**src/rtl/input_conditioner.sv**
```systemverilog
// input_conditioner: multi-channel input front end.
// A free-running prescaler produces a periodic sample tick. Each raw pin
// passes through an N-flop synchroniser. A tick-based debouncer then turns
// the synchronised pin into a registered stable level, and produces
// single-cycle rise/fall pulses in the same cycle that the level changes.
// The level register holds each channel's current accepted value. A channel
// accepts a new value only after DEBOUNCE_TICKS consecutive sample ticks have
// seen the synchronised input disagree with that level.

module input_conditioner #(
  parameter int CHANNELS       = 4,
  parameter int SYNC_STAGES    = 2,
  parameter int TICK_DIV       = 24000,
  parameter int DEBOUNCE_TICKS = 8
) (
  input  logic                clk,
  input  logic                reset,
  input  logic                enable,
  input  logic [CHANNELS-1:0] async_in,
  output logic                tick,
  output logic [CHANNELS-1:0] level,
  output logic [CHANNELS-1:0] rise,
  output logic [CHANNELS-1:0] fall
);

  // Prescaler width has a floor of one bit so that TICK_DIV=1 still works.
  localparam int PRE_W = (TICK_DIV > 1) ? $clog2(TICK_DIV) : 1;
  localparam int DB_W  = $clog2(DEBOUNCE_TICKS + 1);

  localparam logic [PRE_W-1:0] PRE_LAST = PRE_W'(TICK_DIV - 1);
  localparam logic [DB_W-1:0]  DB_LAST  = DB_W'(DEBOUNCE_TICKS - 1);

  logic [PRE_W-1:0]    pre_cnt_r;
  logic                tick_r;
  logic [CHANNELS-1:0] sync_r [SYNC_STAGES];
  logic [CHANNELS-1:0] synced_s;

  logic [DB_W-1:0]     db_cnt_r [CHANNELS];
  logic [DB_W-1:0]     db_cnt_s [CHANNELS];
  logic [CHANNELS-1:0] level_r;
  logic [CHANNELS-1:0] level_s;
  logic [CHANNELS-1:0] rise_r;
  logic [CHANNELS-1:0] rise_s;
  logic [CHANNELS-1:0] fall_r;
  logic [CHANNELS-1:0] fall_s;

  assign synced_s = sync_r[SYNC_STAGES-1];

  // Prescaler: count enabled clocks and emit a one-cycle tick on wrap.
  always_ff @(posedge clk) begin
    if (!reset) begin
      pre_cnt_r <= {PRE_W{1'b0}};
      tick_r    <= 1'b0;
    end else if (enable) begin
      if (pre_cnt_r == PRE_LAST) begin
        pre_cnt_r <= {PRE_W{1'b0}};
        tick_r    <= 1'b1;
      end else begin
        pre_cnt_r <= pre_cnt_r + PRE_W'(1);
        tick_r    <= 1'b0;
      end
    end else begin
      pre_cnt_r <= pre_cnt_r;
      tick_r    <= 1'b0;
    end
  end

  // Synchroniser chain: runs every clock regardless of enable.
  always_ff @(posedge clk) begin
    if (!reset) begin
      for (int k = 0; k < SYNC_STAGES; k++) begin
        sync_r[k] <= {CHANNELS{1'b0}};
      end
    end else begin
      sync_r[0] <= async_in;
      for (int k = 1; k < SYNC_STAGES; k++) begin
        sync_r[k] <= sync_r[k-1];
      end
    end
  end

  // Debounce next-state: an agreeing input clears the count at once.
  // A disagreeing input advances the count only on ticks, and on the final
  // tick the new level is accepted together with its edge pulse.
  always_comb begin
    level_s = level_r;
    rise_s  = {CHANNELS{1'b0}};
    fall_s  = {CHANNELS{1'b0}};
    for (int i = 0; i < CHANNELS; i++) begin
      db_cnt_s[i] = db_cnt_r[i];
      if (synced_s[i] == level_r[i]) begin
        db_cnt_s[i] = {DB_W{1'b0}};
      end else if (tick_r) begin
        if (db_cnt_r[i] == DB_LAST) begin
          level_s[i]  = synced_s[i];
          rise_s[i]   = synced_s[i];
          fall_s[i]   = ~synced_s[i];
          db_cnt_s[i] = {DB_W{1'b0}};
        end else begin
          db_cnt_s[i] = db_cnt_r[i] + DB_W'(1);
        end
      end else begin
        db_cnt_s[i] = db_cnt_r[i];
      end
    end
  end

  // Debounce state and edge pulses: registered so that reset never pulses.
  always_ff @(posedge clk) begin
    if (!reset) begin
      level_r <= {CHANNELS{1'b0}};
      rise_r  <= {CHANNELS{1'b0}};
      fall_r  <= {CHANNELS{1'b0}};
      for (int i = 0; i < CHANNELS; i++) begin
        db_cnt_r[i] <= {DB_W{1'b0}};
      end
    end else begin
      level_r <= level_s;
      rise_r  <= rise_s;
      fall_r  <= fall_s;
      for (int i = 0; i < CHANNELS; i++) begin
        db_cnt_r[i] <= db_cnt_s[i];
      end
    end
  end

  assign tick  = tick_r;
  assign level = level_r;
  assign rise  = rise_r;
  assign fall  = fall_r;

endmodule

```
**config.mk**
```make
export PLATFORM = sky130hd
export DESIGN_NAME = input_conditioner
export DESIGN_NICKNAME = d
export VERILOG_FILES = /design/src/rtl/input_conditioner.sv
export SDC_FILE = /design/constraint.sdc
export NUM_CORES = 1
export LEC_CHECK = 0
export CAP_MARGIN = 10
export CELL_PAD_IN_SITES_DETAIL_PLACEMENT = 1
export CELL_PAD_IN_SITES_GLOBAL_PLACEMENT = 2
export CORE_UTILIZATION = 38
export DETAILED_ROUTE_END_ITERATION = 6
export GPL_TIMING_DRIVEN = 0
export PLACE_DENSITY = 0.89
export SLEW_MARGIN = 20
export SYNTH_ARGS = -nofsm -noshare
export SYNTH_HDL_FRONTEND = slang
export SYNTH_SLANG_ARGS = --single-unit
```
**constraint.sdc**
```tcl
create_clock -name clk -period 3.3 [get_ports clk]
set_clock_uncertainty 0.15 [all_clocks]
set_input_delay 0.66 -clock clk [delete_from_list [all_inputs] [get_ports clk]]
set_output_delay 0.66 -clock clk [all_outputs]
set_load 0.05 [all_outputs]
```
==> results of run 1 <==
==> logic make-up (layout without fill, tap and decap cells) <==
| logic type | Yosys count | count (layout) | synth area share (%) |
|---|---|---|---|
| and+or+nand+nor | 98 | 98 | 26.0 |
| DFF | 52 | 52 | 50.5 |
| xor gates and xnor gates | 26 | 26 | 11.0 |
| AOI/OAI and AO/OA | 9 | 9 | 3.09 |
| muxes | 9 | 9 | 4.37 |
| buffers and inverters | 8 | 33 | 2.00 |
| adders and majority gates | 5 | 5 | 3.03 |
==> cells in the final DEF, fill, tap and decap left out <==
cell and count:
and2_1 8, xnor2_1 9, nand4_1 9, nor4_1 1, nor2_1 32, clkbuf_1 4
nand3_1 6, or4bb_1 1, clkinv_1 1, a21oi_1 4, and4_1 2, buf_6 1
clkdlybuf4s50_1 18, clkbuf_8 5, or3_4 1, nand4_2 1, nor3_1 1, o21ai_0 3
nor3b_1 8, dfxtp_1 52, or3_1 3, and4_2 1, ha_1 5, o31ai_1 1
buf_2 3, and3_2 1, nand4b_1 4, o31ai_4 1, clkinv_2 1, or2_2 4
mux2i_1 9, xor2_1 17, nand2_1 14, or4_1 1
==> worst max-delay path, stage by stage <==
cell             delay [ps]
clkdlybuf4s50_1         600
nand4_2                 160
or3_4                   410
o31ai_4                 360
buf_6                   200
nor2_1                   50
==> routing by layer <==
metal / GRT usage [%] / part of all wire, %
met4: 7.41 / 1.8
met1: 20.3 / 51
met3: 3.17 / 2.8
met5: 0 / 0
met2: 23.1 / 45
==> path summary, 6_finish.rpt <==
check,cells after the start,slack (ps),to,startpoint
setup reg to reg,6,1300,pre_cnt_r[10]$_SDFFE_PN0P_,pre_cnt_r[0]$_SDFFE_PN0P_
hold / removal,1,290,sync_r[0][4]$_SDFF_PN0_,sync_r[0][0]$_SDFF_PN0_
setup / recovery,6,900,pre_cnt_r[10]$_SDFFE_PN0P_,enable
hold reg to reg,1,290,sync_r[0][4]$_SDFF_PN0_,sync_r[0][0]$_SDFF_PN0_
==> power by group <==
| group | internal (mW) | switching [mW] |
|---|---|---|
| logic | 0.0155 | 0.0162 |
| registers | 0.634 | 0.00472 |
| clock network | 0.145 | 0.191 |
==> layout make-up <==
| cell class | instances | share of cell area, % |
|---|---|---|
| Buffer | 7 | 1.56 |
| Clock buffer | 6 | 3.01 |
| Clock inverter | 1 | 0.208 |
| Inverter | 1 | 0.156 |
| Multi-Input combinational cell | 147 | 40.7 |
| Sequential cell | 52 | 43.2 |
| Tap cell | 70 | 3.64 |
| Timing Repair Buffer | 18 | 7.48 |
==> stage by stage <==
step,util [%],total power [mW],cells
final,46.6,1.01,302
after CTS,46.6,1.02,302
after floorplan,-,0.672,207
after global placement,45.1,0.685,295
after global routing,46.6,1.05,302
after detailed placement,45.1,0.686,295
==> registers in the layout, indices dropped and copies added (netlist names) <==
name       flops
tick           1
fall           4
db_cnt_r      16
pre_cnt_r     15
sync_r         8
rise           4
level          4
==> reports/qor.yml, run 1 <==
status: "completed"
ctsHtreeMaxLevel: 2
drt_first_pass_iters: 4
clock_latency_ps: 300
post_drt_via_cell_ratio: 4.88
grt_first_pass_wirelength_mm: 6.43
path_clk_slew_ps: 80
clock_path_buffers: 2
yosysMostFrequentCell: "dfxtp_1"
grtUsageTotal_pct: 15.1
drive_gt1_share_pct: 8.19
synthTopCellsByCount: "dfxtp_1 (52), nor2_1 (32), xor2_1 (17)"
worstSetupEndpointType: "flip-flop"
power_density_nw_per_um2: 418
grt_pass1_vias: 1413
nNetsFinal: 244
grt_max_degree: 15
drtAntennaViolNets: 0
drtIter0Drc: 47
ios: 20
leakagePower_nw: 0.864
postCtsHoldBufs: 0
port-buffer-count: 18
slew_violations: 0
hold_viol: 0
dp_hpwl_mm: 2.65
register_area_um2: 1040
dpl_cell_area_um2: 2330
clock_sinks: 52
postSynthCellCount: 207
synth_edf_count: 0
hold_path_class: "flip-flop to flip-flop"
cts_made_buffers: 5
antenna_cells: 0
finalSetupViolations: 0
drc: 0
postLayoutSetupSlackWorst_ps: 902
ys_async_sr_fraction_pct: 0
placementRows: 26
syn-num-nets: 219
fillers: 592
fin_area_um2: 2410
root_buffer: "clkbuf_8"
synth_top_area_share_pct: 50.5
start_kind: "input pin"
core_um2: 5170
routed_wl_mm: 3.64
synth_largest_area_cell: "dfxtp_1"
die_h_um: 75.7
tightest_slew_ps: 498
setup.worst_path.class: "input pin to flip-flop"
syn_avg_cell_area_um2: 9.97
critPathMaxFanout: 10
yosys-top-cells-area: "dfxtp_1 (50%), xor2_1 (7.2%), nor2_1 (5.8%)"
worstPathArrival_ps: 2440
relSlewSlack_pct: 66.7
dieArea_um2: 5730
ys_seq_elements: 52
synthFlopType: "dfxtp_1"
synth.distinct_cells: 31
synth_warnings: 0
start_util_pct: 39.9
grt_overflow_total: 0
post_cts_resized: 0
cts_setup_buffers: 0
num_vias: 1473
period_needed_ps: 2400
yosysSeqAreaShare_pct: 50.5
multi_input_area_um2: 981
timing.hold.ws_ps: 288
synth_area_um2: 2060
chipWidth_um: 75.7
fmax_ghz: 0.417
ir_drop_v: 0.000230
area_delta_synth_final_pct: 16.7
drv_cap: 0
wl_per_cell_um: 12.1
tns_ps: 0
routabilityCongestion: 0.758
worstPathRequired_ps: 3340
pre_cts_ws_ps: 577
cts_tree: "done"
antenna_found_initial: 0
rsz0062_at_grt: "no"
period_share_pct: 72.7
Note: power is estimated with default switching activity, not from simulation.
==> run 2, diff against run 1 <==
--- a/config.mk
+++ b/config.mk
@@ -8,10 +8,10 @@
 export CAP_MARGIN = 10
 export CELL_PAD_IN_SITES_DETAIL_PLACEMENT = 1
 export CELL_PAD_IN_SITES_GLOBAL_PLACEMENT = 2
-export CORE_UTILIZATION = 38
+export CORE_UTILIZATION = 32
 export DETAILED_ROUTE_END_ITERATION = 6
 export GPL_TIMING_DRIVEN = 0
-export PLACE_DENSITY = 0.89
+export PLACE_DENSITY = 0.81
 export SLEW_MARGIN = 20
 export SYNTH_ARGS = -nofsm -noshare
 export SYNTH_HDL_FRONTEND = slang
==> constraint.sdc (replaced) <==
create_clock -name clk -period 2 [get_ports clk]
set_clock_uncertainty 0.15 [all_clocks]
set_input_delay 0.4 -clock clk [delete_from_list [all_inputs] [get_ports clk]]
set_output_delay 0.4 -clock clk [all_outputs]
set_load 0.05 [all_outputs]
==> run 2 against run 1 <==
Non-clock buffer count rose by 3. Core utilization fell by 5.5 points. Combinational power rose by 92%. Global-route usage fell by 1.6 points. Power rose by 73%. Critical endpoint is now rise[2]. Largest power group unchanged.
==> reports/qor.yml, run 2 (synthesis results as in run 1) <==
drc: 0
use_met3_pct: 3.41
multi_input_area_um2: 1000
power_density_nw_per_um2: 699
gr-usage-met2_pct: 22.1
r2r-start: "pre_cnt_r[0]$_SDFFE_PN0P_"
fillers: 706
status: "completed"
placementRows: 28
die_h_um: 82.3
post_drt_via_cell_ratio: 4.78
start_util_pct: 34.0
fin_area_um2: 2490
dieArea_um2: 6770
core_um2: 6060
area_delta_synth_final_pct: 20.5
antenna_cells: 0
period_needed_ps: 1960
grt_first_pass_wirelength_mm: 6.82
tns_ps: 0
dp_hpwl_mm: 2.84
dpl_cell_area_um2: 2340
routed_wl_mm: 4.14
root_buffer: "clkbuf_8"
hold_depth: 1
drt_first_pass_iters: 2
ir_drop_v: 0.000299
clock_sinks: 52
final_util_pct: 41.0
mostFrequentLayoutCells: "dfxtp_1 (50), nor2_1 (32), xor2_1 (17)"
cts_tree: "done"
worstPathRequired_ps: 1450
port-buffer-count: 18
num_vias: 1487
min_to: "sync_r[0][4]$_SDFF_PN0_"
leakagePower_nw: 1.03
worstSetupEndpointType: "output pin"
critPathSlowestCell: "clkdlybuf4s50_1"
start_kind: "flip-flop"
antenna_found_initial: 0
grt_busiest_layer: "met2"
drtIter0Drc: 59
cp.buffers_inverters: 1
critPathMaxFanout: 1
tightest_slew_ps: 507
largest_reg_flops: 16
drtAntennaViolNets: 0
ctsHtreeMaxLevel: 2
finalSetupViolations: 0
fmax_ghz: 0.511
nNetsFinal: 247
wl_per_cell_um: 13.3
path_cells: "clkdlybuf4s50_1"
setup.worst_path.class: "flip-flop to output pin"
max_stage_delay_ps: 790
grt_max_degree: 16
worstPathArrival_ps: 1410
timing.hold.ws_ps: 292
final_common_cell: "dfxtp_1"
drv_cap: 0
rsz0062_at_grt: "no"
routabilityCongestion: 0.731
clock_path_buffers: 2
reg_top3: "db_cnt_r x16, pre_cnt_r x15, sync_r x8"
use_met1_pct: 16.8
clock_latency_ps: 300
hold_path_class: "flip-flop to flip-flop"
register_area_um2: 1040
r2r_slack_ps: 110
chipWidth_um: 82.3
ios: 20
relSlewSlack_pct: 66.1
grt_overflow_total: 0
finalPower_mw: 1.74
grtUsageTotal_pct: 13.5
rr_endpoint: "pre_cnt_r[12]$_SDFFE_PN0P_"
cpLargestDelayFamily: "buffers and inverters"
cts_made_buffers: 5
hold_viol: 0
drive_gt1_share_pct: 11.4
grt_pass1_vias: 1491
slew_violations: 0
top_register: "db_cnt_r"
period_share_pct: 97.8
min_from: "sync_r[0][0]$_SDFF_PN0_"
path_clk_slew_ps: 90
r2r_cells: 6
run 2: changes by cell type in the layout (fill, tap and decap cells not counted), sizes merged:
| cell | change |
|---|---|
| dlygate4sd2 | +7 |
| buf | +3 |
| clkdlybuf4s50 | -13 |
| dlymetal6s2s | +6 |
| clkinv | +1 |
run 2: per-stage QoR:
step	setup WS [ps]	cells
6_report	43.3	311
5_1_grt	5.64	311
4_1_cts	5.86	308
3_5_place_dp	-494	300
3_3_place_gp	-478	300
2_1_floorplan	172	207
run 2: area by class of cell:
type | count | area share [%]
inverters | 1 | 0.151
flip-flops and latches | 52 | 42.0
clock inverters | 2 | 0.403
well taps | 75 | 3.77
repair buffers | 21 | 8.56
plain buffers | 7 | 1.51
clock buffers | 6 | 3.32
multi-input cells | 147 | 40.3
run 2: layer usage:
layer  routed length [um]  vias up  share of wire (%)
met3                  126        5                3.0
met2                 1900       20                 46
met4                   64        0                1.5
met5                    0        -                  0
li1                     -      759                  -
met1                 2050      703                 50
run 2: worst max path at each step:
stage / startpoint / to / slack [ps] / depth (start not counted)
finish: rise[2]$_SDFF_PP0_ / rise[2] / 40 / 1
global route: rise[2]$_SDFF_PP0_ / rise[2] / 6 / 1
CTS: pre_cnt_r[0]$_SDFFE_PN0P_ / pre_cnt_r[9]$_SDFFE_PN0P_ / 6 / 6
detailed placement: enable / pre_cnt_r[9]$_SDFFE_PN0P_ / -490 / 6
global placement: enable / pre_cnt_r[1]$_SDFFE_PN0P_ / -480 / 6
floorplan: pre_cnt_r[0]$_SDFFE_PN0P_ / pre_cnt_r[3]$_SDFFE_PN0P_ / 170 / 6
run 2: repair_timing:
action,4_1_cts,5_1_grt
pin swaps,1,2
hold buffers,0,0
setup endpoints to repair,17,16
gates resized for setup,7,13
gates cloned,0,1
buffers inserted,0,2
run 2: worst register-to-register path: cells and delay by family (launching register included):
| family | cells | cell delay, ps |
|---|---|---|
| fa+ha+maj | 1 | 160 |
| compound gates | 2 | 420 |
| simple gates | 2 | 490 |
| flops | 1 | 380 |
| buf+inv | 1 | 190 |
run 2: where the power goes:
group          internal, mW  switching (mW)  total, mW
sequential             1.05          0.0101       1.06
combinational        0.0311          0.0299     0.0610
clock                 0.277           0.341      0.618
